`config.mk`:
```
export PLATFORM = sky130hd
export DESIGN_NAME = epl_fi_wrfail_seq
export DESIGN_NICKNAME = d
export VERILOG_FILES = /design/src/rtl/epl_fi_wrfail_seq_pkg.sv /design/src/rtl/epl_fi_wrfail_seq_corrupt.sv /design/src/rtl/epl_fi_wrfail_seq.sv
export SDC_FILE = /design/constraint.sdc
export NUM_CORES = 1
export LEC_CHECK = 0
export ABC_AREA = 1
export ABC_CLOCK_PERIOD_IN_PS = 2650
export CAP_MARGIN = 20
export CORE_MARGIN = 2
export CORE_UTILIZATION = 41
export DETAILED_ROUTE_END_ITERATION = 7
export HOLD_SLACK_MARGIN = 0.02
export PLACE_DENSITY = 0.89
export RECOVER_POWER = 25
export SYNTH_ARGS = -nofsm -noshare
export SYNTH_HDL_FRONTEND = slang
export SYNTH_SLANG_ARGS = --single-unit
```
`constraint.sdc`:
```
create_clock -name pCLK_i -period 2.65 [get_ports pCLK_i]
set_input_delay 0.53 -clock pCLK_i [delete_from_list [all_inputs] [get_ports pCLK_i]]
set_output_delay 0.53 -clock pCLK_i [all_outputs]
set_load 0.1 [all_outputs]
```
`src/rtl/epl_fi_wrfail_seq_pkg.sv`:
```
// Shared definitions for the sequential write-failure fault injector:
// default widths, corruption-mode and arm/clear state encodings.
package epl_fi_wrfail_seq_pkg;

  localparam int DEF_ADDR_WIDTH  = 6;
  localparam int DEF_WORD        = 64;
  localparam int DEF_TWORD_WIDTH = 39;
  localparam int DEF_FAULT       = 8;
  localparam int DEF_CNT_WIDTH   = 8;

  // Bit index of the fault-select vector that enables this injection point.
  localparam int FI1_SEL_BIT = 0;

  typedef enum logic [1:0] {
    FI_FLIP   = 2'd0,
    FI_FORCE0 = 2'd1,
    FI_FORCE1 = 2'd2,
    FI_STUCK  = 2'd3
  } fi_mode_t;

  typedef enum logic [1:0] {
    FI_IDLE      = 2'd0,
    FI_ARMED     = 2'd1,
    FI_EXHAUSTED = 2'd2
  } fi_state_t;

endpackage

```
`src/rtl/epl_fi_wrfail_seq_corrupt.sv`:
```
// Combinational codeword corruption shared by fault-injection points:
// applies the selected mode to the incoming codeword.
module epl_fi_corrupt
  import epl_fi_wrfail_seq_pkg::*;
#(
  parameter int TWORD_WIDTH = DEF_TWORD_WIDTH
) (
  input  fi_mode_t               mode,
  input  logic [TWORD_WIDTH-1:0] bit_mask,
  input  logic [TWORD_WIDTH-1:0] stuck_val,
  input  logic [TWORD_WIDTH-1:0] cw,
  output logic [TWORD_WIDTH-1:0] cw_out
);

  always_comb begin
    cw_out = cw;
    unique case (mode)
      FI_FLIP:   cw_out = cw ^ bit_mask;
      FI_FORCE0: cw_out = '0;
      FI_FORCE1: cw_out = '1;
      FI_STUCK:  cw_out = (cw & ~bit_mask) | (stuck_val & bit_mask);
      default:   cw_out = cw;
    endcase
  end

endmodule

```
`src/rtl/epl_fi_wrfail_seq.sv`:
```
// Sequential write-path fault injector: one register stage between ECC encode
// and column access, with periodic triggering, an injection budget and arm/clear.
module epl_fi_wrfail_seq
  import epl_fi_wrfail_seq_pkg::*;
#(
  parameter int ADDR_WIDTH  = DEF_ADDR_WIDTH,
  parameter int WORD        = DEF_WORD,
  parameter int TWORD_WIDTH = DEF_TWORD_WIDTH,
  parameter int FAULT       = DEF_FAULT,
  parameter int CNT_WIDTH   = DEF_CNT_WIDTH
) (
  input  logic                   pCLK_i,
  input  logic                   pRST_i,
  input  logic [ADDR_WIDTH-1:0]  pA_i,
  input  logic                   pWRITE_i,
  input  logic [TWORD_WIDTH-1:0] pCODEWORD_i,
  input  logic [FAULT-1:0]       pFS_i,
  input  logic [WORD-1:0]        pFiWordMask_i,
  input  logic [TWORD_WIDTH-1:0] pFiBitMask_i,
  input  logic [TWORD_WIDTH-1:0] pFiStuckVal_i,
  input  logic [1:0]             pFiMode_i,
  input  logic [CNT_WIDTH-1:0]   pFiPeriod_i,
  input  logic [CNT_WIDTH-1:0]   pFiBudget_i,
  input  logic                   pFiArm_i,
  input  logic                   pFiClr_i,
  output logic [ADDR_WIDTH-1:0]  pA_o,
  output logic                   pWRITE_o,
  output logic [TWORD_WIDTH-1:0] pCODEWORD_o,
  output logic                   pFiHit_o,
  output logic [CNT_WIDTH-1:0]   pFiCount_o,
  output logic                   pFiArmed_o,
  output logic                   pFiDone_o
);

  localparam int ADDR_SPAN = 1 << ADDR_WIDTH;
  localparam logic [CNT_WIDTH-1:0] CNT_ONE = {{(CNT_WIDTH-1){1'b0}}, 1'b1};

  fi_state_t              state_reg, state_next;
  logic [CNT_WIDTH-1:0]   per_cnt_reg, per_cnt_next;
  logic [CNT_WIDTH-1:0]   fi_cnt_reg, fi_cnt_next;
  logic [CNT_WIDTH-1:0]   period_m1;
  logic [CNT_WIDTH-1:0]   cnt_inc;
  logic [ADDR_SPAN-1:0]   word_sel;
  logic                   hit;
  logic                   inject;
  logic [TWORD_WIDTH-1:0] cw_corrupt;

  logic [ADDR_WIDTH-1:0]  a_reg;
  logic                   write_reg;
  logic [TWORD_WIDTH-1:0] cw_reg;
  logic                   hit_reg;

  // Addresses beyond the covered word range read as "not targeted".
  generate
    for (genvar gi = 0; gi < ADDR_SPAN; gi++) begin : g_word_sel
      if (gi < WORD) begin : g_in
        assign word_sel[gi] = pFiWordMask_i[gi];
      end else begin : g_out
        assign word_sel[gi] = 1'b0;
      end
    end
  endgenerate

  assign hit       = pWRITE_i & pFS_i[FI1_SEL_BIT] & word_sel[pA_i];
  assign period_m1 = (pFiPeriod_i == '0) ? '0 : pFiPeriod_i - CNT_ONE;
  assign cnt_inc   = (&fi_cnt_reg) ? fi_cnt_reg : fi_cnt_reg + CNT_ONE;

  epl_fi_corrupt #(
    .TWORD_WIDTH (TWORD_WIDTH)
  ) u_corrupt (
    .mode      (fi_mode_t'(pFiMode_i)),
    .bit_mask  (pFiBitMask_i),
    .stuck_val (pFiStuckVal_i),
    .cw        (pCODEWORD_i),
    .cw_out    (cw_corrupt)
  );

  always_ff @(posedge pCLK_i) begin
    if (pRST_i) begin
      state_reg   <= FI_IDLE;
      per_cnt_reg <= '0;
      fi_cnt_reg  <= '0;
    end else begin
      state_reg   <= state_next;
      per_cnt_reg <= per_cnt_next;
      fi_cnt_reg  <= fi_cnt_next;
    end
  end

  // Clear beats arm; arm in the same cycle as a hit suppresses that injection.
  always_comb begin
    state_next   = state_reg;
    per_cnt_next = per_cnt_reg;
    fi_cnt_next  = fi_cnt_reg;
    inject       = 1'b0;
    if (pFiClr_i) begin
      state_next   = FI_IDLE;
      per_cnt_next = '0;
      fi_cnt_next  = '0;
    end else if (pFiArm_i) begin
      state_next   = FI_ARMED;
      per_cnt_next = '0;
      fi_cnt_next  = '0;
    end else if (state_reg == FI_ARMED && hit) begin
      if (per_cnt_reg == period_m1) begin
        inject       = 1'b1;
        per_cnt_next = '0;
        fi_cnt_next  = cnt_inc;
        if (pFiBudget_i != '0 && cnt_inc == pFiBudget_i) begin
          state_next = FI_EXHAUSTED;
        end
      end else begin
        per_cnt_next = per_cnt_reg + CNT_ONE;
      end
    end
  end

  always_comb begin
    pFiArmed_o = (state_reg == FI_ARMED);
    pFiDone_o  = (state_reg == FI_EXHAUSTED);
    pFiCount_o = fi_cnt_reg;
  end

  always_ff @(posedge pCLK_i) begin
    if (pRST_i) begin
      a_reg     <= '0;
      write_reg <= 1'b0;
      cw_reg    <= '0;
      hit_reg   <= 1'b0;
    end else begin
      a_reg     <= pA_i;
      write_reg <= pWRITE_i;
      cw_reg    <= inject ? cw_corrupt : pCODEWORD_i;
      hit_reg   <= inject;
    end
  end

  assign pA_o        = a_reg;
  assign pWRITE_o    = write_reg;
  assign pCODEWORD_o = cw_reg;
  assign pFiHit_o    = hit_reg;

endmodule

```
==> Word level (Yosys, flattened, before mapping) <==
Cells that the tools add are included.
{ "totals": {"mem_count": 0, "latch_bits": 0, "rom_bits": 0, "reg_bits": 65, "inputBits": 218, "mem_bits_rw": 0} }
{ "op_classes": {"n_lt_le_gt_ge": 1, "n_mul": 0, "shift": 0, "n_addsub": 3, "div": 0, "n_eq_ne": 7, "n_mux": 15, "bitwise_logic": 7, "n_reduce_logical": 14} }
{ "op_table": {"columns": ["cell", "count"], "rows": [
  ["$pmux 39 s4", 1],
  ["$and 39x39->39", 2],
  ["$mux 39", 1],
  ["$not 39->39", 1],
  ["$or 39x39->39", 1],
  ["$xor 39x39->39", 1],
  ["$mux 8", 3],
  ["$add 8x1->8 const B", 2],
  ["$eq 8x8->1", 2],
  ["$mux 1", 9],
  ["$logic_not 8->1", 1],
  ["$reduce_and 8->1", 1],
  ["$reduce_bool 8->1", 1],
  ["$sub 8x1->8 const B", 1],
  ["$lt 6x7->1 const B", 1],
  ["$bmux 1 s6", 1],
  ["$eq 2x2->1 const B", 3],
  ["$reduce_and 3->1", 2],
  ["$reduce_bool 2->1", 3],
  ["$eq 2x1->1 const B", 2],
  ["$reduce_or 3->1", 1],
  ["$and 1x1->1", 2],
  ["$logic_and 1x1->1", 2],
  ["$logic_not 2->1", 1],
  ["2 further kinds", 2]
]} }

==> Depth between registers and ports, before layout <==
{ "logic_depth": {"ltp_word": 8, "depth_mapped": 17} }

==> Modules after synthesis <==
A second synthesis with hierarchy kept.
{ "hier_totals": {"hier_cells": 1062, "hier_area_um2": 5469.0} }
{ "by_module_without_submodules": {"columns": ["mod", "cells_each", "instances", "area_each_um2", "seq_area_each_um2"], "rows": [
  ["epl_fi_wrfail_seq", 659, 1, 3880.0, 1301.2],
  ["epl_fi_corrupt", 403, 1, 1589.0, 0.0]
]} }

==> Least setup slack after synthesis <==
OpenSTA, ideal clock, no wires.
{ "synth_timing": {"path_kind": "flip-flop to flip-flop", "startpoint": "register state_reg[0]", "endpoint": "register cw_reg[19] (netlist: pCODEWORD_o[19])", "path_stages_with_launch": 9, "setup_slack_ns": -0.083, "setup_time_ns": 0.113, "arrival_time_ns": 2.620, "required_ns": 2.537, "path_cell_list": "dfxtp_1 inv_1 nor2_1 and3_1 nand4_4 buf_4 buf_6 nor2_1 nor2_1"} }
{ "synth_between": {"elab_chain_cells": 6} }
{ "synth_rtl": {"columns": ["item", "line", "source"], "rows": [
  ["start: declaration", "epl_fi_wrfail_seq.sv:38", "fi_state_t state_reg, state_next;"],
  ["start signal: assignment", "epl_fi_wrfail_seq.sv:84", "state_reg <= state_next;"],
  ["$eq 2x1->1", null, null],
  ["via pFiArmed_o", "epl_fi_wrfail_seq.sv:31", "output logic pFiArmed_o,"],
  ["$logic_and 1x1->1", "epl_fi_wrfail_seq.sv:104", "end else if (state_reg == FI_ARMED && hit) begin"],
  ["$mux 1", "epl_fi_wrfail_seq.sv:104", null],
  ["$mux 1", "epl_fi_wrfail_seq.sv:100", "end else if (pFiArm_i) begin"],
  ["$mux 1", "epl_fi_wrfail_seq.sv:96", "if (pFiClr_i) begin"],
  ["$mux 39", "epl_fi_wrfail_seq.sv:133", "cw_reg <= inject ? cw_corrupt : pCODEWORD_i;"],
  ["end signal: assignment", "epl_fi_wrfail_seq.sv:133", null],
  ["end: declaration", "epl_fi_wrfail_seq.sv:50", "logic [TWORD_WIDTH-1:0] cw_reg;"]
]} }
The timed path passes the listed nets, and every way through them passes these cells.
A chain may end at the register's enable or synchronous reset.

==> Final worst setup path <==
{ "layout_timing": {"startpoint": "input port pFiPeriod_i[1]", "endpoint": "register cw_reg[23] (netlist: pCODEWORD_o[23])"} }
{ "layout_between": {"elab_chain_cells": 8} }
{ "layout_rtl": {"columns": ["item", "line", "source"], "rows": [
  ["start: declaration", "epl_fi_wrfail_seq.sv:22", "input logic [CNT_WIDTH-1:0] pFiPeriod_i,"],
  ["$sub 8x1->8 or $logic_not 8->1 (tied branches)", "epl_fi_wrfail_seq.sv:65", "assign period_m1 = (pFiPeriod_i == '0) ? '0 : pFiPeriod_i - CNT_ONE;"],
  ["$mux 8 *", "epl_fi_wrfail_seq.sv:65", null],
  ["$eq 8x8->1 *", "epl_fi_wrfail_seq.sv:105", "if (per_cnt_reg == period_m1) begin"],
  ["$mux 1 *", "epl_fi_wrfail_seq.sv:105", null],
  ["$mux 1 *", "epl_fi_wrfail_seq.sv:104", null],
  ["$mux 1 *", "epl_fi_wrfail_seq.sv:100", null],
  ["$mux 1 *", "epl_fi_wrfail_seq.sv:96", null],
  ["$mux 39 *", "epl_fi_wrfail_seq.sv:133", null]
]} }
Every way passes the cells marked *; elsewhere a longest branch is shown, timed or not.

==> qor.yml <==
status: "finished, final reports clean"
powerDensity_nw_per_um2: 411
yosys.area.top_type: "nand2_1"
synth_fp_nets: 1215
placed_cells: 1438
area_delta_synth_final_pct: 64.2
cts_max_level: 3
place_area_sq_um: 8220
layout-drive-gt1-share_pct: 10.0
detail_route.first_pass.iterations: 5
synth_most_common_cell: "nand2_1"
grt_pass1_vias: 6369
tightestPinTransition_ns: 1.26
grt.total_usage_pct: 26.0
crit_fanout: 8
pin_count: 275
synthCells: 994
hpwl_mm: 14.1
dieHeight_um: 117
async_flop_share_pct: 0
fin_area_sq_um: 8600
maxCapViolCount: 0
setup_viol: 0
yosysTopAreaCellShare_pct: 25.5
drc: 0
rows: 41
min_path_type: "flop to flop"
synth_top_cells_by_count: "nand2_1 (356), nor2_1 (199), inv_1 (119)"
rrSetupSlack_ns: 0.54
grt_max_degree: 40
avgRoutedWirePerCell_um: 12.6
diodes: 0
cts_buffers: 9
holdPathEnd: "per_cnt_reg[4]"
cp.arrival_ns: 2.80
worstSetupEndpointType: "flop"
relSlewSlack_pct: 16.6
coreArea_sq_um: 12600
hold_path.startpoint: "per_cnt_reg[4]"
grt_overflow: 0
clock.fmax_ghz: 0.394
min_period_ns: 2.54
synth_cell_types: 34
drt_iter0_drc: 365
yosysSeqAreaShare_pct: 24.8
syn-cell-area_sq_um: 5240
die_x_um: 117
ys_warn_count: 0
ys_ff_latch: 65
wl_mm: 18.3
stdcell_count: 1461
cp-start-kind: "primary input"
antenna_found_initial: 0
grt_pass1_wl_mm: 28.4
final_antenna_net_count: 0
clock_latency_ns: 0.34
fin_util_pct: 68.4
synth_edf_count: 0
ctsHoldBuffers: 0
portBuffers: 267
hold_depth: 2
tns_ns: 0
fin_nets: 1505
largest_register_ffs: 39
path_class: "primary input to flop"
cts_tree: "built"
post-route-period-util_pct: 95.8
vias: 7004
path_clk_slew_ns: 0.06
ys.flop_type: "dfxtp_1"
clock-sinks: 65
reg2reg_depth: 12
reg2reg_to: "state_reg[0]"
reg2reg_from: "pFiCount_o[0]"
clock_skew_ns: 0.00623
start_util_pct: 41.7
finalWeightedCongestion: 0.920
required_ns: 2.91
vdd_drop_max_uv: 281
synth.avg_cell_area_sq_um: 5.27
final_max_slew_viol_count: 0
dieArea_sq_um: 13700
finalPower_w: 0.00354
cts_buffer_depth: 2
synthTopCellsByArea: "nand2_1 (26%), dfxtp_1 (25%), nor2_1 (14%)"
hold_viol_final: 0
p_leak_nw: 4.45
cts_root_buffer: "clkbuf_16"
vias_per_cell: 4.79
## power breakdown
part	internal (W)	leakage [nW]	switching, W
Combinational	0.000468	3.75	0.000645
Clock	0.000919	0.162	0.000481
Sequential	0.00102	0.537	0.0000109
## repair_timing
item	CTS	global route
gates resized for setup	0	22
setup endpoints to repair	0	53
setup buffers	0	6
## cell families after synthesis
| group | after synthesis | synth area share [%] |
|---|---|---|
| simple gates | 647 | 49.6 |
| fa+ha+maj | 3 | 0.717 |
| flops | 65 | 24.8 |
| compound gates | 105 | 10.3 |
| buf+inv | 163 | 12.5 |
| xor+xnor | 11 | 2.10 |
## how the worst max path moves through the flow
stage                         from               to  slack, ns  cells after the start
floorplan            pFiCount_o[0]     state_reg[0]       0.02                     12
global placement    pFiPeriod_i[0]  pCODEWORD_o[21]      -0.16                     17
detailed placement  pFiPeriod_i[0]  pCODEWORD_o[34]      -0.30                     17
CTS                 pFiPeriod_i[0]  pCODEWORD_o[34]       0.03                     17
global route        pFiPeriod_i[5]     state_reg[0]      -0.07                     16
finish              pFiPeriod_i[1]  pCODEWORD_o[23]       0.11                     18
## stage by stage
step / hold WS (ns) / worst slack (ns)
final: 0.490 / 0.110
after global routing: 0.501 / -0.0675
after CTS: 0.488 / 0.0267
after detailed placement: 0.479 / -0.295
after global placement: 0.482 / -0.162
after floorplan: 0.455 / 0.0184
## critical path: stages
cell and delay, ns:
clkdlybuf4s50_1 0.49, inv_1 0.07, ha_4 0.18, nand2_4 0.07, inv_2 0.06, nand2_4 0.08, nand3_1 0.08, nand2_1 0.06
nand2_1 0.05, nor2_1 0.12, nand2_1 0.11, nor2_4 0.17, nand4_4 0.11, buf_12 0.17, clkbuf_4 0.18, nand2_1 0.06
nand2_1 0.05, nor2_2 0.16
## layer usage
metal	track usage, %	share of wire [%]	vias up
li1	-	-	3638
met1	29.8	40	3056
met2	45.7	50	258
met3	6.33	6.5	52
met4	12.2	3.5	0
met5	0	0	-
## cell usage in the layout (no fill, tap or decap), drive strengths merged, types with 3 or more instances in the layout
cell type / synthesis / final
nor3: 4 / 4
clkbuf: 16 / 33
dlymetal6s2s: 0 / 4
clkdlybuf4s50: 0 / 205
buf: 20 / 80
nand2: 361 / 362
bufinv: 0 / 3
o21ai: 90 / 90
clkinv: 1 / 3
nand3: 71 / 71
a21oi: 6 / 6
o22ai: 6 / 6
nand4: 7 / 7
inv: 126 / 126
nor2: 201 / 201
dfxtp: 65 / 65
xor2: 9 / 9
ha: 3 / 3
## cell type report
type | instances | area, sq um
fill | 1076 | 3970
multi-input combinational | 767 | 3350
timing repair buffer | 314 | 2910
sequential | 65 | 1300
inverter | 127 | 477
clock buffer | 9 | 225
tap | 172 | 215
clock inverter | 7 | 119
(Power assumes the default switching activity.)
